==> src/rtl/fetch_unit_pkg.sv <==
// Shared constants for the fetch stage and its pipeline neighbours (decode/exec),
// plus the instruction-memory image used by fetch.
package fetch_unit_pkg;

  localparam int          DBITS_DEF        = 32;
  localparam logic [31:0] INSTSIZE_DEF     = 32'd4;
  localparam logic [31:0] STARTPC_DEF      = 32'h0000_0100;
  localparam int          IMEMADDRBITS_DEF = 16;
  localparam int          IMEMWORDBITS_DEF = 2;
  localparam int          IMEMWIDX_DEF     = IMEMADDRBITS_DEF - IMEMWORDBITS_DEF;
  localparam int          BTBBITS_DEF      = 6;

  typedef enum logic [3:0] {
    OP1_ALUR = 4'b0000,
    OP1_ALUI = 4'b1000,
    OP1_LW   = 4'b1001,
    OP1_SW   = 4'b0101,
    OP1_BEQ  = 4'b0010,
    OP1_JAL  = 4'b1011
  } op1_e;

  localparam logic [7:0] OP2_ADD = 8'b0010_0000;
  localparam logic [7:0] OP2_SUB = 8'b0010_1000;
  localparam logic [7:0] OP2_AND = 8'b0010_0100;
  localparam logic [7:0] OP2_OR  = 8'b0010_0101;

  // Instruction ROM image: each word carries its own word index so every fetch is distinguishable.
  function automatic logic [31:0] imem_word(input logic [IMEMWIDX_DEF-1:0] widx);
    return {8'hE5, 2'b00, widx, 8'h3C};
  endfunction

endpackage

==> src/rtl/fetch_unit_if.sv <==
// Fetch-stage boundary: stall/redirect/training in from decode and exec, D register out.
interface fetch_unit_if import fetch_unit_pkg::*; #(
  parameter int DBITS = DBITS_DEF
);
  logic             stall;
  logic             mispred_B;
  logic [DBITS-1:0] pcgood_B;
  logic             bupd_A;
  logic [DBITS-1:0] bupd_pc_A;
  logic [DBITS-1:0] bupd_targ_A;
  logic             bupd_taken_A;
  logic [DBITS-1:0] inst_D;
  logic [DBITS-1:0] pcplus_D;
  logic [DBITS-1:0] pcpred_D;
  logic             isnop_D;

  modport slave (
    input  stall, mispred_B, pcgood_B, bupd_A, bupd_pc_A, bupd_targ_A, bupd_taken_A,
    output inst_D, pcplus_D, pcpred_D, isnop_D
  );

  modport master (
    output stall, mispred_B, pcgood_B, bupd_A, bupd_pc_A, bupd_targ_A, bupd_taken_A,
    input  inst_D, pcplus_D, pcpred_D, isnop_D
  );
endinterface

==> src/rtl/fetch_unit_btb.sv <==
// Direct-mapped branch target buffer with 2-bit direction counters.
// Lookup is combinational, so a same-cycle update is only seen from the next cycle.
module fetch_btb import fetch_unit_pkg::*; #(
  parameter int DBITS        = DBITS_DEF,
  parameter int BTBBITS      = BTBBITS_DEF,
  parameter int IMEMADDRBITS = IMEMADDRBITS_DEF
) (
  input  logic             clk,
  input  logic             reset,
  input  logic [DBITS-1:0] lookup_pc,
  output logic             lookup_hit,
  output logic             lookup_taken,
  output logic [DBITS-1:0] lookup_target,
  input  logic             upd_en,
  input  logic [DBITS-1:0] upd_pc,
  input  logic [DBITS-1:0] upd_targ,
  input  logic             upd_taken
);
  localparam int ENTRIES = 1 << BTBBITS;
  localparam int TAGBITS = IMEMADDRBITS - BTBBITS - 2;

  logic [ENTRIES-1:0] valid_r;
  logic [TAGBITS-1:0] tag_r  [ENTRIES];
  logic [DBITS-1:0]   targ_r [ENTRIES];
  logic [1:0]         ctr_r  [ENTRIES];

  logic [BTBBITS-1:0] rd_idx_s;
  logic [BTBBITS-1:0] wr_idx_s;
  logic [TAGBITS-1:0] rd_tag_s;
  logic [TAGBITS-1:0] wr_tag_s;
  logic               wr_hit_s;
  logic [1:0]         ctr_old_s;
  logic [1:0]         ctr_next_s;
  logic               unused_s;

  assign rd_idx_s = lookup_pc[BTBBITS+1:2];
  assign rd_tag_s = lookup_pc[IMEMADDRBITS-1:BTBBITS+2];
  assign wr_idx_s = upd_pc[BTBBITS+1:2];
  assign wr_tag_s = upd_pc[IMEMADDRBITS-1:BTBBITS+2];
  assign unused_s = ^{lookup_pc[DBITS-1:IMEMADDRBITS], lookup_pc[1:0],
                      upd_pc[DBITS-1:IMEMADDRBITS], upd_pc[1:0]};

  assign lookup_hit    = valid_r[rd_idx_s] && (tag_r[rd_idx_s] == rd_tag_s);
  assign lookup_taken  = (ctr_r[rd_idx_s] >= 2'd2);
  assign lookup_target = targ_r[rd_idx_s];

  assign wr_hit_s  = valid_r[wr_idx_s] && (tag_r[wr_idx_s] == wr_tag_s);
  assign ctr_old_s = ctr_r[wr_idx_s];

  // Saturating counter step in the resolved direction.
  always_comb begin
    ctr_next_s = ctr_old_s;
    if (upd_taken) begin
      if (ctr_old_s != 2'd3) ctr_next_s = ctr_old_s + 2'd1;
      else                   ctr_next_s = ctr_old_s;
    end else begin
      if (ctr_old_s != 2'd0) ctr_next_s = ctr_old_s - 2'd1;
      else                   ctr_next_s = ctr_old_s;
    end
  end

  // Valid bits: cleared by reset, set when a taken miss allocates an entry.
  always_ff @(posedge clk) begin
    if (reset) begin
      valid_r <= {ENTRIES{1'b0}};
    end else if (upd_en && upd_taken && !wr_hit_s) begin
      valid_r[wr_idx_s] <= 1'b1;
    end
  end

  // Tag/target/counter storage; contents are meaningless until the valid bit is set.
  always_ff @(posedge clk) begin
    if (!reset && upd_en) begin
      if (wr_hit_s) begin
        ctr_r[wr_idx_s] <= ctr_next_s;
        if (upd_taken) targ_r[wr_idx_s] <= upd_targ;
      end else if (upd_taken) begin
        tag_r[wr_idx_s]  <= wr_tag_s;
        targ_r[wr_idx_s] <= upd_targ;
        ctr_r[wr_idx_s]  <= 2'd2;
      end
    end
  end

endmodule

==> src/rtl/fetch_unit.sv <==
// Instruction fetch: PC register, instruction ROM read, BTB next-PC prediction,
// and the fetch/decode pipeline register.
module fetch_unit import fetch_unit_pkg::*; #(
  parameter int          DBITS        = DBITS_DEF,
  parameter logic [31:0] INSTSIZE     = INSTSIZE_DEF,
  parameter logic [31:0] STARTPC      = STARTPC_DEF,
  parameter int          IMEMADDRBITS = IMEMADDRBITS_DEF,
  parameter int          IMEMWORDBITS = IMEMWORDBITS_DEF,
  parameter int          BTBBITS      = BTBBITS_DEF
) (
  input logic         clk,
  input logic         reset,
  fetch_unit_if.slave bus
);
  logic [DBITS-1:0] pc_r;
  logic [DBITS-1:0] pcplus_s;
  logic [DBITS-1:0] pcpred_s;
  logic [DBITS-1:0] inst_s;
  logic [DBITS-1:0] btb_target_s;
  logic             btb_hit_s;
  logic             btb_taken_s;

  logic [DBITS-1:0] inst_d_r;
  logic [DBITS-1:0] pcplus_d_r;
  logic [DBITS-1:0] pcpred_d_r;
  logic             isnop_d_r;

  assign pcplus_s = pc_r + DBITS'(INSTSIZE);
  assign inst_s   = DBITS'(imem_word(pc_r[IMEMADDRBITS-1:IMEMWORDBITS]));

  fetch_btb #(
    .DBITS        (DBITS),
    .BTBBITS      (BTBBITS),
    .IMEMADDRBITS (IMEMADDRBITS)
  ) u_btb (
    .clk           (clk),
    .reset         (reset),
    .lookup_pc     (pc_r),
    .lookup_hit    (btb_hit_s),
    .lookup_taken  (btb_taken_s),
    .lookup_target (btb_target_s),
    .upd_en        (bus.bupd_A),
    .upd_pc        (bus.bupd_pc_A),
    .upd_targ      (bus.bupd_targ_A),
    .upd_taken     (bus.bupd_taken_A)
  );

  // Predicted next PC: BTB target only on a hit with a taken-leaning counter.
  always_comb begin
    pcpred_s = pcplus_s;
    if (btb_hit_s && btb_taken_s) pcpred_s = btb_target_s;
    else                          pcpred_s = pcplus_s;
  end

  // PC and D register; a redirect overrides a decode stall and inserts a bubble.
  always_ff @(posedge clk) begin
    if (reset) begin
      pc_r       <= DBITS'(STARTPC);
      isnop_d_r  <= 1'b1;
      inst_d_r   <= {DBITS{1'b0}};
      pcplus_d_r <= {DBITS{1'b0}};
      pcpred_d_r <= {DBITS{1'b0}};
    end else if (bus.mispred_B) begin
      pc_r      <= bus.pcgood_B;
      isnop_d_r <= 1'b1;
    end else if (!bus.stall) begin
      pc_r       <= pcpred_s;
      inst_d_r   <= inst_s;
      pcplus_d_r <= pcplus_s;
      pcpred_d_r <= pcpred_s;
      isnop_d_r  <= 1'b0;
    end
  end

  assign bus.inst_D   = inst_d_r;
  assign bus.pcplus_D = pcplus_d_r;
  assign bus.pcpred_D = pcpred_d_r;
  assign bus.isnop_D  = isnop_d_r;

endmodule

==> src/flat_wrapper.sv <==
// flat-port wrapper written by rule: the top's interface ports become plain ports
module fetch_unit_flat import fetch_unit_pkg::*;
#(
  parameter int          DBITS        = DBITS_DEF,
  parameter logic [31:0] INSTSIZE     = INSTSIZE_DEF,
  parameter logic [31:0] STARTPC      = STARTPC_DEF,
  parameter int          IMEMADDRBITS = IMEMADDRBITS_DEF,
  parameter int          IMEMWORDBITS = IMEMWORDBITS_DEF,
  parameter int          BTBBITS      = BTBBITS_DEF
)
  (clk, reset, bus_stall, bus_mispred_B, bus_pcgood_B, bus_bupd_A, bus_bupd_pc_A, bus_bupd_targ_A, bus_bupd_taken_A, bus_inst_D, bus_pcplus_D, bus_pcpred_D, bus_isnop_D);
  fetch_unit_if #(.DBITS(DBITS)) bus_i ();
  input logic clk;
  input logic reset;
  input wire logic [$bits(bus_i.stall)-1:0] bus_stall;
  input wire logic [$bits(bus_i.mispred_B)-1:0] bus_mispred_B;
  input wire logic [$bits(bus_i.pcgood_B)-1:0] bus_pcgood_B;
  input wire logic [$bits(bus_i.bupd_A)-1:0] bus_bupd_A;
  input wire logic [$bits(bus_i.bupd_pc_A)-1:0] bus_bupd_pc_A;
  input wire logic [$bits(bus_i.bupd_targ_A)-1:0] bus_bupd_targ_A;
  input wire logic [$bits(bus_i.bupd_taken_A)-1:0] bus_bupd_taken_A;
  output wire logic [$bits(bus_i.inst_D)-1:0] bus_inst_D;
  output wire logic [$bits(bus_i.pcplus_D)-1:0] bus_pcplus_D;
  output wire logic [$bits(bus_i.pcpred_D)-1:0] bus_pcpred_D;
  output wire logic [$bits(bus_i.isnop_D)-1:0] bus_isnop_D;
  assign bus_i.stall = bus_stall;
  assign bus_i.mispred_B = bus_mispred_B;
  assign bus_i.pcgood_B = bus_pcgood_B;
  assign bus_i.bupd_A = bus_bupd_A;
  assign bus_i.bupd_pc_A = bus_bupd_pc_A;
  assign bus_i.bupd_targ_A = bus_bupd_targ_A;
  assign bus_i.bupd_taken_A = bus_bupd_taken_A;
  assign bus_inst_D = bus_i.inst_D;
  assign bus_pcplus_D = bus_i.pcplus_D;
  assign bus_pcpred_D = bus_i.pcpred_D;
  assign bus_isnop_D = bus_i.isnop_D;
  fetch_unit #(.DBITS(DBITS), .INSTSIZE(INSTSIZE), .STARTPC(STARTPC), .IMEMADDRBITS(IMEMADDRBITS), .IMEMWORDBITS(IMEMWORDBITS), .BTBBITS(BTBBITS)) u_core (.clk(clk), .reset(reset), .bus(bus_i));
endmodule
==> config.mk <==
export PLATFORM = sky130hd
export DESIGN_NAME = fetch_unit_flat
export DESIGN_NICKNAME = d
export VERILOG_FILES = /design/src/rtl/fetch_unit_pkg.sv /design/src/rtl/fetch_unit_if.sv /design/src/rtl/fetch_unit_btb.sv /design/src/rtl/fetch_unit.sv /design/src/flat_wrapper.sv
export SDC_FILE = /design/constraint.sdc
export NUM_CORES = 2
export LEC_CHECK = 0
export CAP_MARGIN = 20
export CORE_ASPECT_RATIO = 0.9
export CORE_MARGIN = 5
export CORE_UTILIZATION = 35
export CTS_CLUSTER_SIZE = 28
export DETAILED_ROUTE_END_ITERATION = 16
export MAX_ROUTING_LAYER = met4
export PLACE_DENSITY = 0.47
export REMOVE_ABC_BUFFERS = 1
export SETUP_SLACK_MARGIN = 0.05
export SLEW_MARGIN = 20
export SYNTH_ARGS = -nofsm -noshare
export SYNTH_HDL_FRONTEND = slang
export SYNTH_SLANG_ARGS = --single-unit
export TNS_END_PERCENT = 100
==> constraint.sdc <==
create_clock -name clk -period 19.35 [get_ports clk]
set_input_delay 3.87 -clock clk [delete_from_list [all_inputs] [get_ports clk]]
set_output_delay 3.87 -clock clk [all_outputs]
set_load 0.01 [all_outputs]
==> metrics.md <==
| Metric | Value |
|---|---|
| Initial DRC Count | 7485 |
| Post-CTS sizing | 0 |
| WS Path Type | input pin to register |
| Max-Cap Viols | 0 |
| Synth Warn # | 0 |
| GRT Resource Usage Total | 23.7% |
| CTS Sinks | 2870 |
| FF+latch area | 84400 µm² |
| Placeable Area | 333000 µm² |
| Period Utilization, post-route | 51.0% |
| Die X | 620 µm |
| #FFs+latches synth | 2870 |
| H-tree levels | 5 |
| Clock root buffer | clkbuf_16 |
| Outcome | finished clean |
| Initial Util | 35.1% |
| Fill cells | 29800 |
| RD Place Congestion | 0.890 |
| Sw power | 0.00314 W |
| Die area | 346000 µm² |
| Critical Path RT | 20000 ps |
| Clk_lat worst skew | 920 ps |
| Setup TNS | 0 ps |
| Ratio of cells with drive above 1 in the final layout | 27.6% |
| Internal cell power | 0.0105 W |
| Final setup violation count | 0 |
| Post-Synthesis Mean Instance Area | 19.9 µm² |
| Switching share of power | 22.9% |
| Syn Inst Count | 5879 |
| Asr flop ratio synth | 0% |
| P_leak | 41.1 nW |
| RSZ-0062 raised after global routing | no |
| Worst setup EP type | register |
| Seq pwr share | 50.1% |
| # IOs | 199 |
| Drt first pass iters | 6 |
| Rel. slew slack | 18.2% |
| Comb power frac | 7.4% |
| Number of synthesized flops with an enable pin | 2688 |
| Std-Cell Rows | 201 |
| F_max | 101 MHz |
| Main synth FF type | edfxtp_1 |
| Synth Cell Area | 117000 µm² |
| Worst-Margin Slew | 1220 ps |
| Placed cell count | 10300 |
| CTS clk-pin slew, worst paths | 60 ps |
| Hold buffers post-CTS | 0 |
| Final HPWL DP | 231000 µm |
| Synth unique cells | 77 |
| Final-report hold violation count | 0 |
| First-pass GRT wire length | 552000 µm |
| Skew final | 73.8 ps |
| CTS Buf Count | 313 |
| Crit path time final | 9880 ps |
| Crit path DAT | 10530 ps |
| Antenna violations before repair | 32 |
| Area of the multi-input gates | 31100 µm² |
| Clock network power share | 42.6% |
| Antenna Nets Post-Route | 0 |
| WL/cell | 37.2 µm |
| Worst min-delay path category | register to register |
| DRC violations left | 0 |
| Die height | 559 µm |
| Total number of vias | 64500 |
| Total gr overflow | 0 |
| CTS Buffer Depth | 4 |
| Vias in the first global route | 64200 |
| Nets | 6288 |
| Startpoint Class | input pin |
| Buffers on Ports | 171 |
| Non-filler instance count after layout | 10900 |
| Via-per-instance ratio | 5.91 |
| Area Growth Syn to Fin | 15.2% |
| Peak supply drop | 70.3 µV |
| Seq/Total Area, Yosys | 72.1% |
| Post CTS Setup Buffer Count | 0 |
| Largest net degree at the start of global routing | 89 |
| PD cells | 101 nW/µm² |
| Slew Limit Fails | 0 |
| Worst-path fanout max | 88 |
| CTS tree | built |
| WL final | 406000 µm |
power groups by stage:
| stage | sequential (W) | combinational (W) | clock, W |
|---|---|---|---|
| floorplan | 0.00706 | 0.000914 | 0 |
| global placement | 0.00698 | 0.00101 | 0 |
| detailed placement | 0.00699 | 0.00101 | 0 |
| CTS | 0.00685 | 0.00102 | 0.00594 |
| global route | 0.00685 | 0.00106 | 0.00619 |
| finish | 0.00685 | 0.00101 | 0.00582 |
critical path: stages:
cell     delay, ps
buf_6          290
buf_4          600
buf_4          750
mux4_2         580
mux2i_1        370
o22ai_1        250
a211o_1        330
nor4_1         390
xnor2_1        140
nor4_1         350
and3_4         780
buf_4          920
nor3_1         390
buf_4          290
layer usage:
| metal | vias up | GRT usage, % | wire [µm] |
|---|---|---|---|
| met2 | 2886 | 37.1 | 193000 |
| met1 | 35600 | 32.6 | 173000 |
| li1 | 25400 | - | - |
| met3 | 620 | 3.27 | 26700 |
| met4 | 0 | 6.81 | 13100 |
| met5 | - | - | 0 |
worst paths after layout:
| kind | cells after the start | end | slack (ps) | start |
|---|---|---|---|---|
| max | 14 | u_core.u_btb.tag_r[12][1] | 9470 | bus_bupd_pc_A[2] |
| min | 2 | u_core.bus.inst_D[13] | 460 | u_core.bus.inst_D[13] |
| max reg2reg | 12 | u_core.pc_r[28] | 11690 | register |
| min reg2reg | 2 | u_core.bus.inst_D[13] | 460 | u_core.bus.inst_D[13] |
logic make-up (layout without fill, tap and decap cells):
group	Yosys count	in the layout	share of synthesized area, %
DFF	2870	2870	72.1
muxes	1103	1103	18.6
xor gates and xnor gates	40	40	0.299
adders and majority gates	2	2	0.0192
other	1	23	0.00320
and+or+nand+nor	678	678	2.74
buffers and inverters	534	1080	1.99
AOI/OAI and AO/OA	651	651	4.23
stage by stage:
step | hold slack (ps) | setup WS [ps] | instance area (µm²) | utilization, % | power [W]
2_1_floorplan | 438 | -15010 | 115000 | - | 0.00797
3_3_place_gp | 450 | 8760 | 125000 | 37.5 | 0.00799
3_5_place_dp | 449 | 8740 | 125000 | 37.5 | 0.00800
4_1_cts | 456 | 9700 | 135000 | 40.5 | 0.0138
5_1_grt | 484 | 9300 | 135000 | 40.5 | 0.0141
6_report | 455 | 9470 | 135000 | 40.5 | 0.0137
state kept, by name, indices dropped and copies added, names as in the netlist, named ones only:
name	cells
u_core.bus.isnop_D	1
u_core.u_btb.valid_r	64
u_core.bus.pcpred_D	32
u_core.bus.inst_D	15
u_core.pc_r	32
u_core.u_btb.targ_r	2048
u_core.bus.pcplus_D	32
u_core.u_btb.tag_r	512
u_core.u_btb.ctr_r	128
cell type report:
class,count,area share (%)
Clock inverter,149,0.956
Antenna cell,14,0.0260
Sequential cell,2870,62.6
Timing Repair Buffer,437,2.70
Tap cell,4466,4.14
Inverter,80,0.228
Multi-Input combinational cell,2483,23.1
Clock buffer,414,6.31
layout by cell type (no fill, tap or decap), types with 76 or more instances in the layout:
cell,netlist,final
a21oi_1,93,93
a22oi_1,93,93
buf_4,32,266
clkbuf_1,210,83
clkbuf_16,0,324
clkdlybuf4s50_1,0,125
dfxtp_1,182,176
edfxtp_1,2688,2688
inv_1,78,76
mux2i_1,210,209
mux4_2,856,856
nand2_1,181,178
nor2_1,205,131
cells in the mapped netlist (5+ instances only):
cell type     n  share of area [%]
edfxtp_1   2688                 69
mux4_2      856                 16
clkbuf_1    210               0.67
mux2i_1     210                1.8
nor2_1      205               0.66
dfxtp_1     182                3.1
nand2_1     181               0.58
buf_2       149               0.64
nor3_1      100               0.43
a21oi_1      93               0.40
a22oi_1      93               0.60
inv_1        78               0.25
o22ai_1      66               0.35
o32ai_1      65               0.49
buf_1        61               0.20
o2111a_1     55               0.53
o21ai_0      54               0.23
a211oi_1     44               0.28
a221oi_1     40               0.30
mux2_2       36               0.35
nand3_1      35               0.15
buf_4        32               0.21
nor2b_1      32               0.17
a221o_1      30               0.26
a22o_1       27               0.20
xnor2_1      26               0.19
and2_1       17              0.091
nand3b_1     17               0.11
nand4_1      17              0.091
xor2_1       14               0.10
nand2b_1     13              0.069
o211ai_1     13              0.083
nor4_1       12              0.064
or3b_2       12              0.090
o2bb2ai_1    10              0.075
o21a_1        9              0.058
a31oi_1       8              0.043
or3_1         8              0.043
and4_1        6              0.045
and3_1        5              0.027
o31ai_1       5              0.032
Note: power is estimated with default switching activity, not from simulation.
